--- config.mk ---
export PLATFORM = sky130hd
export DESIGN_NAME = traffic_light_monitor
export DESIGN_NICKNAME = d
export VERILOG_FILES = /design/src/rtl/traffic_light_monitor.sv
export SDC_FILE = /design/constraint.sdc
export NUM_CORES = 1
export LEC_CHECK = 0
export BUFFER_PORTS_ARGS = -buffer_cell sky130_fd_sc_hd__buf_2
export CAP_MARGIN = 20
export CORE_AREA = 10 10 157 115
export DETAILED_ROUTE_END_ITERATION = 6
export DIE_AREA = 0 0 167 125
export PLACE_DENSITY_LB_ADDON = 0.1
export REMOVE_ABC_BUFFERS = 1
export SYNTH_ARGS = -nofsm -noshare
export SYNTH_HDL_FRONTEND = slang
export SYNTH_SLANG_ARGS = --single-unit
export TNS_END_PERCENT = 20
--- constraint.sdc ---
create_clock -name clk -period 4.5 [get_ports clk]
set_clock_uncertainty 0.2 [all_clocks]
set_input_delay 0.9 -clock clk [delete_from_list [all_inputs] [get_ports clk]]
set_output_delay 0.9 -clock clk [all_outputs]
set_load 0.02 [all_outputs]
--- src/rtl/traffic_light_monitor.sv ---
// Passive monitor for a G/Y/R traffic-light controller: checks lamp encoding,
// phase order and per-phase dwell, and counts clean full G->Y->R->G loops.
module traffic_light_monitor #(
  parameter int unsigned G_CYCLES = 600000001,
  parameter int unsigned Y_CYCLES = 200000001,
  parameter int unsigned R_CYCLES = 600000001,
  parameter int unsigned TOL      = 0,
  parameter int unsigned CNT_W    = 32
) (
  input  logic        clk,
  input  logic        reset,
  input  logic        green,
  input  logic        yellow,
  input  logic        red,
  input  logic        err_clr,
  output logic [1:0]  phase,
  output logic        seq_err,
  output logic        time_err,
  output logic        lamp_err,
  output logic        err_pulse,
  output logic [15:0] loop_cnt
);

  typedef enum logic [1:0] {
    S_SYNC   = 2'd0,
    S_GREEN  = 2'd1,
    S_YELLOW = 2'd2,
    S_RED    = 2'd3
  } state_t;

  // Early limit clamps at zero; late limit is the first dwell that is too long.
  localparam logic [CNT_W-1:0] G_LO = CNT_W'((G_CYCLES >= TOL) ? (G_CYCLES - TOL) : 0);
  localparam logic [CNT_W-1:0] Y_LO = CNT_W'((Y_CYCLES >= TOL) ? (Y_CYCLES - TOL) : 0);
  localparam logic [CNT_W-1:0] R_LO = CNT_W'((R_CYCLES >= TOL) ? (R_CYCLES - TOL) : 0);
  localparam logic [CNT_W-1:0] G_HI = CNT_W'(G_CYCLES + TOL + 1);
  localparam logic [CNT_W-1:0] Y_HI = CNT_W'(Y_CYCLES + TOL + 1);
  localparam logic [CNT_W-1:0] R_HI = CNT_W'(R_CYCLES + TOL + 1);

  state_t           state, state_nxt, obs;
  logic [CNT_W-1:0] dwell, dwell_nxt, dwell_inc, lim_lo, lim_hi;
  logic             untimed, untimed_nxt;
  logic             wd_hit, wd_hit_nxt;
  logic             loop_clean, loop_clean_nxt;
  logic             bad_prev;
  logic             valid, same, legal, illegal;
  logic             wd_ev, early_ev, lamp_ev, any_ev, loop_inc;
  logic             seq_err_nxt, time_err_nxt, lamp_err_nxt;
  logic [15:0]      loop_cnt_nxt;

  assign phase = state;

  // State register and all registered datapath/outputs
  always_ff @(posedge clk) begin
    if (reset) begin
      state      <= S_SYNC;
      dwell      <= '0;
      untimed    <= 1'b1;
      wd_hit     <= 1'b0;
      loop_clean <= 1'b0;
      bad_prev   <= 1'b0;
      seq_err    <= 1'b0;
      time_err   <= 1'b0;
      lamp_err   <= 1'b0;
      err_pulse  <= 1'b0;
      loop_cnt   <= '0;
    end else begin
      state      <= state_nxt;
      dwell      <= dwell_nxt;
      untimed    <= untimed_nxt;
      wd_hit     <= wd_hit_nxt;
      loop_clean <= loop_clean_nxt;
      bad_prev   <= ~valid;
      seq_err    <= seq_err_nxt;
      time_err   <= time_err_nxt;
      lamp_err   <= lamp_err_nxt;
      err_pulse  <= any_ev;
      loop_cnt   <= loop_cnt_nxt;
    end
  end

  // Lamp decode, transition classification and error events
  always_comb begin
    valid = ({green, yellow, red} == 3'b100) || ({green, yellow, red} == 3'b010) ||
            ({green, yellow, red} == 3'b001);
    obs = S_SYNC;
    if (green)       obs = S_GREEN;
    else if (yellow) obs = S_YELLOW;
    else if (red)    obs = S_RED;

    lim_lo = G_LO;
    lim_hi = G_HI;
    case (state)
      S_YELLOW: begin lim_lo = Y_LO; lim_hi = Y_HI; end
      S_RED:    begin lim_lo = R_LO; lim_hi = R_HI; end
      default:  begin lim_lo = G_LO; lim_hi = G_HI; end
    endcase

    same    = valid && (state != S_SYNC) && (obs == state);
    legal   = valid && (((state == S_GREEN)  && (obs == S_YELLOW)) ||
                        ((state == S_YELLOW) && (obs == S_RED))    ||
                        ((state == S_RED)    && (obs == S_GREEN)));
    illegal = valid && (state != S_SYNC) && !same && !legal;

    dwell_inc = (dwell == '1) ? dwell : dwell + CNT_W'(1);
    wd_ev     = same && !untimed && !wd_hit && (dwell_inc == lim_hi);
    early_ev  = legal && !untimed && !wd_hit && (dwell < lim_lo);
    lamp_ev   = !valid && !bad_prev;
    any_ev    = wd_ev || early_ev || lamp_ev || illegal;
    loop_inc  = legal && (state == S_RED) && loop_clean && !early_ev;
  end

  // Next-state and phase bookkeeping
  always_comb begin
    state_nxt      = state;
    dwell_nxt      = dwell;
    untimed_nxt    = untimed;
    wd_hit_nxt     = wd_hit;
    loop_clean_nxt = loop_clean;
    if (!valid) begin
      state_nxt      = S_SYNC;
      dwell_nxt      = '0;
      untimed_nxt    = 1'b1;
      wd_hit_nxt     = 1'b0;
      loop_clean_nxt = 1'b0;
    end else if (state == S_SYNC) begin
      state_nxt   = obs;
      dwell_nxt   = CNT_W'(1);
      untimed_nxt = 1'b1;
      wd_hit_nxt  = 1'b0;
    end else if (same) begin
      dwell_nxt      = dwell_inc;
      wd_hit_nxt     = wd_hit || wd_ev;
      loop_clean_nxt = loop_clean && !wd_ev;
    end else if (legal) begin
      state_nxt      = obs;
      dwell_nxt      = CNT_W'(1);
      untimed_nxt    = 1'b0;
      wd_hit_nxt     = 1'b0;
      loop_clean_nxt = (obs == S_GREEN) ? 1'b1 : (loop_clean && !early_ev);
    end else begin
      state_nxt      = obs;
      dwell_nxt      = CNT_W'(1);
      untimed_nxt    = 1'b1;
      wd_hit_nxt     = 1'b0;
      loop_clean_nxt = 1'b0;
    end
  end

  // Sticky flags (new error beats clear) and saturating loop counter
  always_comb begin
    seq_err_nxt  = illegal || (seq_err && !err_clr);
    time_err_nxt = wd_ev || early_ev || (time_err && !err_clr);
    lamp_err_nxt = lamp_ev || (lamp_err && !err_clr);
    loop_cnt_nxt = loop_cnt;
    if (loop_inc && (loop_cnt != 16'hFFFF)) loop_cnt_nxt = loop_cnt + 16'd1;
  end

endmodule

## Word level (Yosys, flattened, before mapping)

Index checks and enable logic that the tools add are counted.
W data, S select, Z words.

| word-level totals | value |
|---|---|
| register bits after elaboration | 58 |
| output and inout port bits | 22 |
| word-level logic and storage cells | 94 |

| cells by class | value |
|---|---|
| add/subtract/negate cells | 2 |
| $lt $le $gt $ge | 1 |
| equal/unequal tests | 14 |
| mux-type cells | 14 |
| bitwise logic cells | 2 |
| reductions and logical operators | 49 |

Operators by type and width:

| kind | count |
|---|---|
| $mux W30 | 2 |
| $add A32 B1 Y32 const B | 1 |
| $eq A32 B30 Y1 | 1 |
| $eq A32 B32 Y1 const B | 1 |
| $lt A32 B32 Y1 | 1 |
| $mux W32 | 1 |
| $logic_and A1 B1 Y1 | 24 |
| $add A16 B1 Y16 const B | 1 |
| $ne A16 B16 Y1 const B | 1 |
| $logic_or A1 B1 Y1 | 11 |
| $mux W2 | 5 |
| $logic_not A1 Y1 | 9 |
| $eq A2 B2 Y1 const B | 4 |
| $mux W1 | 6 |
| $eq A2 B1 Y1 const B | 2 |
| $reduce_or A4 Y1 | 1 |
| $eq A3 B1 Y1 const B | 1 |
| $eq A3 B2 Y1 const B | 1 |
| $eq A3 B3 Y1 const B | 1 |
| $reduce_or A3 Y1 | 1 |
| $eq A2 B2 Y1 | 1 |
| $logic_not A2 Y1 | 1 |
| $ne A2 B1 Y1 const B | 1 |
| $not A1 Y1 | 2 |
| 2 further kinds | 2 |

## Longest topological paths before layout

| depth | value |
|---|---|
| depth in word-level cells | 16 |
| gate-level depth with buffers | 12 |
| mapped depth without buffers | 10 |

## Least setup slack after synthesis

Ideal clock, no wire load.

| timing | value |
|---|---|
| path type | register to register |
| start point | register state[1] (netlist: phase[1]) |
| end point | register loop_cnt[6] |
| data arrival time | 2.888 ns |
| data required time | 4.177 ns |
| setup slack | 1.289 ns |
| stages on the path, launching flop included | 10 |
| clock period less this slack | 3.211 ns |
| path through | dfxtp_1 or2b_2 ha_1 nand4_1 or4_1 a211oi_2 o21ai_1 buf_2 nor4b_1 mux2_1 |

| between the ends | value |
|---|---|
| longest elaborated chain between the ends | 11 |

RTL lines:

| element | RTL line | RTL |
|---|---|---|
| start, declared | 39 | `state_t state, state_nxt, obs;` |
| start signal, assigned | 67 | `state <= state_nxt;` |
| parallel branches: the longest is 9 deep, another holds $lt A32 B32 Y1 | -- |  |
| $logic_and A1 B1 Y1 * | 109 | `loop_inc = legal && (state == S_RED) && loop_clean && !early_ev;` |
| $logic_and A1 B1 Y1 * | 155 | `if (loop_inc && (loop_cnt != 16'hFFFF)) loop_cnt_nxt = loop_cnt + 16'd1;` |
| end signal, assigned | 77 | `loop_cnt <= loop_cnt_nxt;` |
| end, declared | 21 | `output logic [15:0] loop_cnt` |

Mark *: on every way between the ends.
A chain may end at the register's enable or synchronous reset.

## Worst setup path in the final report

| timing | value |
|---|---|
| start point | register state[0] (netlist: phase[0]) |
| end point | register loop_cnt[4] |

Same word-level chain as after synthesis.

==> summary.txt <==
Cells and area
  – Ratio of cells with drive above 1 in the final layout: a little under a fifth
  – Final Net Count: roughly 500
  – Design area: 0.00451 mm^2
  – # diodes: 0
  – Area grow syn2layout: 13.3%
  – Layout filler cell count: between 1500 and 2000

Worst setup path
  – Crit path kind: reg2reg
  – CP max FO: 15
  – CP Data Required Time: 4.57 ns
  – Worst setup EP type: register
  – Critical path data arrival time: around 3.7 ns
  – Crit start category: register

Global route
  – Congestion Overflow GR: 0
  – Global Route Usage Sum: roughly an eighth
  – First-pass GRT wire length: 20.4 mm
  – Initial antenna violation count: 0
  – Number of global-route vias before repair: ~3500
  – Largest net degree at the start of global routing: 33

Timing
  – Final Hold Viols: 0
  – Crit share post-route: 79.8%
  – Final TNS setup: 0 ns
  – Min cycle time layout: 3.59 ns
  – Setup-failing EPs final: 0
  – Unrepaired setup endpoints after global routing: false
  – Max Fclk: about 0.28 GHz
  – Pins Over Slew Limit: 0
  – Slew margin rel.: a little under two fifths
  – Worst-Margin Slew: 0.934 ns

Routing
  – Drt pass-1 iters: 4
  – DRT antenna net count: 0
  – # DRC: 0
  – Via count of the routed design: about 3600
  – DR WL/cell: between 15 and 20 um
  – DR iter-0 viols: between 200 and 250
  – Vias/cell: roughly 5.2
  – Final wirelength: 12.4 mm

Yosys
  – Yosys reg bits: 58
  – Syn Area/Cell: 8.35 um^2
  – Yosys top cell by area: dfxtp_1
  – Synth Warn #: 0
  – Number of synthesized flops with an enable pin: 0
  – Syn Std Cell Area: 0.00398 mm^2
  – FFs w/ async S/R, synth: 0%
  – Sequential-to-total area share from yosys stat: about 30%
  – Top post-synthesis cells by area: dfxtp_1 29%, nor2_1 4.1%, nand2_1 3.1%, nand3_1 3.0%, nand4_1 3.0%
  – Synth cell types: 77
  – Top_reg_cell synth: dfxtp_1
  – Mapped Cells: around 480
  – Synth top area share: between 20% and 30%

Placed design
  – IO buf count: 27
  – Post-DP Area: 0.00422 mm^2
  – Detailed Place HPWL: ~9.3 mm
  – Routability congestion estimate from global placement: 0.856

Clocking
  – Clk pin slew, worst setup/hold paths: 0.05 ns
  – PostCTS Resize Cnt: 0
  – Clk Tree Root Cell: clkbuf_16
  – Cts hold-fix bufs: 0
  – TritonCTS buffer count: 9
  – Deepest clock path buffer count: 2
  – CTS Sinks: a little under 60
  – Worst skew pair latency: approximately 0.34 ns
  – H-tree levels: 3
  – CTS tree: yes
  – Post-CTS setup buffer count: 0

Die
  – CORE AREA: 0.0152 mm^2
  – Initial Util: a little over a quarter
  – Die area: roughly 0.021 mm^2
  – Die height: about 130 um
  – Die X: 167 um
  – Rows: 38
  – Boundary Pins: 28

Outcome
  – Status: complete, no violations

Pwr
  – Leakage: about 1.6 nW
  – Max IR drop VDD: between 100 and 150 uV
  – PD cells: 280 mW/mm^2

Min path
  – Hold WC Path Type: reg2reg

Run
  – Max-cap violations: 0
## layout by cell type (no fill, tap or decap), types with 10 or more instances in the layout
cell	synthesis	layout
a21oi_1	21	21
and3_1	13	13
buf_2	8	27
dfxtp_1	58	58
inv_1	13	13
nand2_1	33	33
nand3_1	24	24
nand4_1	19	19
nor2_1	44	44
nor2b_1	14	14
nor3_1	10	10
o21ai_0	15	15
xnor2_1	13	13
xor2_1	10	10
## synth_stat cells, types with 5 or more instances
cell type / number
ha_1: 9
mux2_1: 6
o31ai_1: 7
or3_1: 8
nor3_1: 10
and2_1: 6
a21oi_1: 21
nand4_1: 19
inv_1: 13
and3_1: 13
or4_1: 8
nand2_1: 33
buf_6: 5
a31oi_1: 7
a211oi_1: 5
xor2_1: 10
nand3_1: 24
o21ai_0: 15
clkbuf_1: 16
nand2b_1: 8
nor2_1: 44
dfxtp_1: 58
nor4_1: 6
buf_2: 8
xnor2_1: 13
nor2b_1: 14
and4_1: 9
## layout make-up
class	instances	area, um^2	area share [%]
clock buffer	10	239	5.30
multi-input combinational	372	2580	57.1
sequential	58	1160	25.7
tap	200	250	5.55
inverter	15	56.3	1.25
timing repair buffer	32	173	3.83
clock inverter	5	55.1	1.22
## report_power, final
| part | internal (W) | switching, W |
|---|---|---|
| Clock | 0.000438 | 0.000256 |
| Sequential | 0.000518 | 0.00000447 |
| Combinational | 0.0000161 | 0.0000310 |
| Total | 0.000972 | 0.000291 |
## registers in the layout, indices dropped and copies added, names as in the netlist
name / cells
dwell: 32
loop_cnt: 16
phase: 2
bad_prev: 1
err_pulse: 1
lamp_err: 1
loop_clean: 1
seq_err: 1
time_err: 1
untimed: 1
wd_hit: 1
## worst max-delay path, cell delays in order (launching register included)
cell	delay (ns)
dfxtp_1	0.51
or2b_2	0.27
inv_1	0.11
ha_1	0.30
nand4_1	0.09
or4_1	0.43
a211oi_2	0.30
o21ai_1	0.37
buf_4	0.30
or4_1	0.46
a21oi_1	0.15
## metrics by stage
stage | cells | total power [W] | hold slack (ns) | setup slack (ns) | utilization [%]
5_1_grt | 692 | 0.00131 | 0.281 | 0.594 | 29.7
6_report | 692 | 0.00126 | 0.268 | 0.908 | 29.7
3_3_place_gp | 677 | 0.000581 | 0.256 | 0.976 | 27.8
2_1_floorplan | 445 | 0.000560 | 0.233 | 1.17 | -
4_1_cts | 692 | 0.00129 | 0.269 | 0.892 | 29.7
3_5_place_dp | 677 | 0.000581 | 0.260 | 0.911 | 27.8
## kinds of logic after synthesis
logic type	count (synthesis)	share of synthesized area, %
AND/OR/NAND/NOR	241	37.6
AO/OA/AOI/OAI	90	16.7
flip-flops	58	29.2
buffers and inverters	47	6.16
XOR/XNOR	23	5.06
multiplexers	9	2.45
adder cells (fa/ha/maj)	9	2.83
## metal layers
metal | wire (um) | up-vias | GRT usage, %
li1 | - | 1790 | -
met1 | 6330 | 1714 | 17.7
met2 | 4980 | 72 | 16.1
met3 | 897 | 14 | 3.82
met4 | 173 | 0 | 4.02
met5 | 0 | - | 0
## final timing paths
path,start,to,slack [ns],depth (start not counted)
max,phase[0]$_SDFFE_PP0P_,loop_cnt[4]$_SDFFE_PP0P_,0.91,10
max reg2reg,phase[0]$_SDFFE_PP0P_,loop_cnt[4]$_SDFFE_PP0P_,0.91,10
min,wd_hit$_SDFF_PP0_,wd_hit$_SDFF_PP0_,0.27,2
min reg2reg,wd_hit$_SDFF_PP0_,wd_hit$_SDFF_PP0_,0.27,2
No activity file was read; power rests on OpenSTA's default activity.
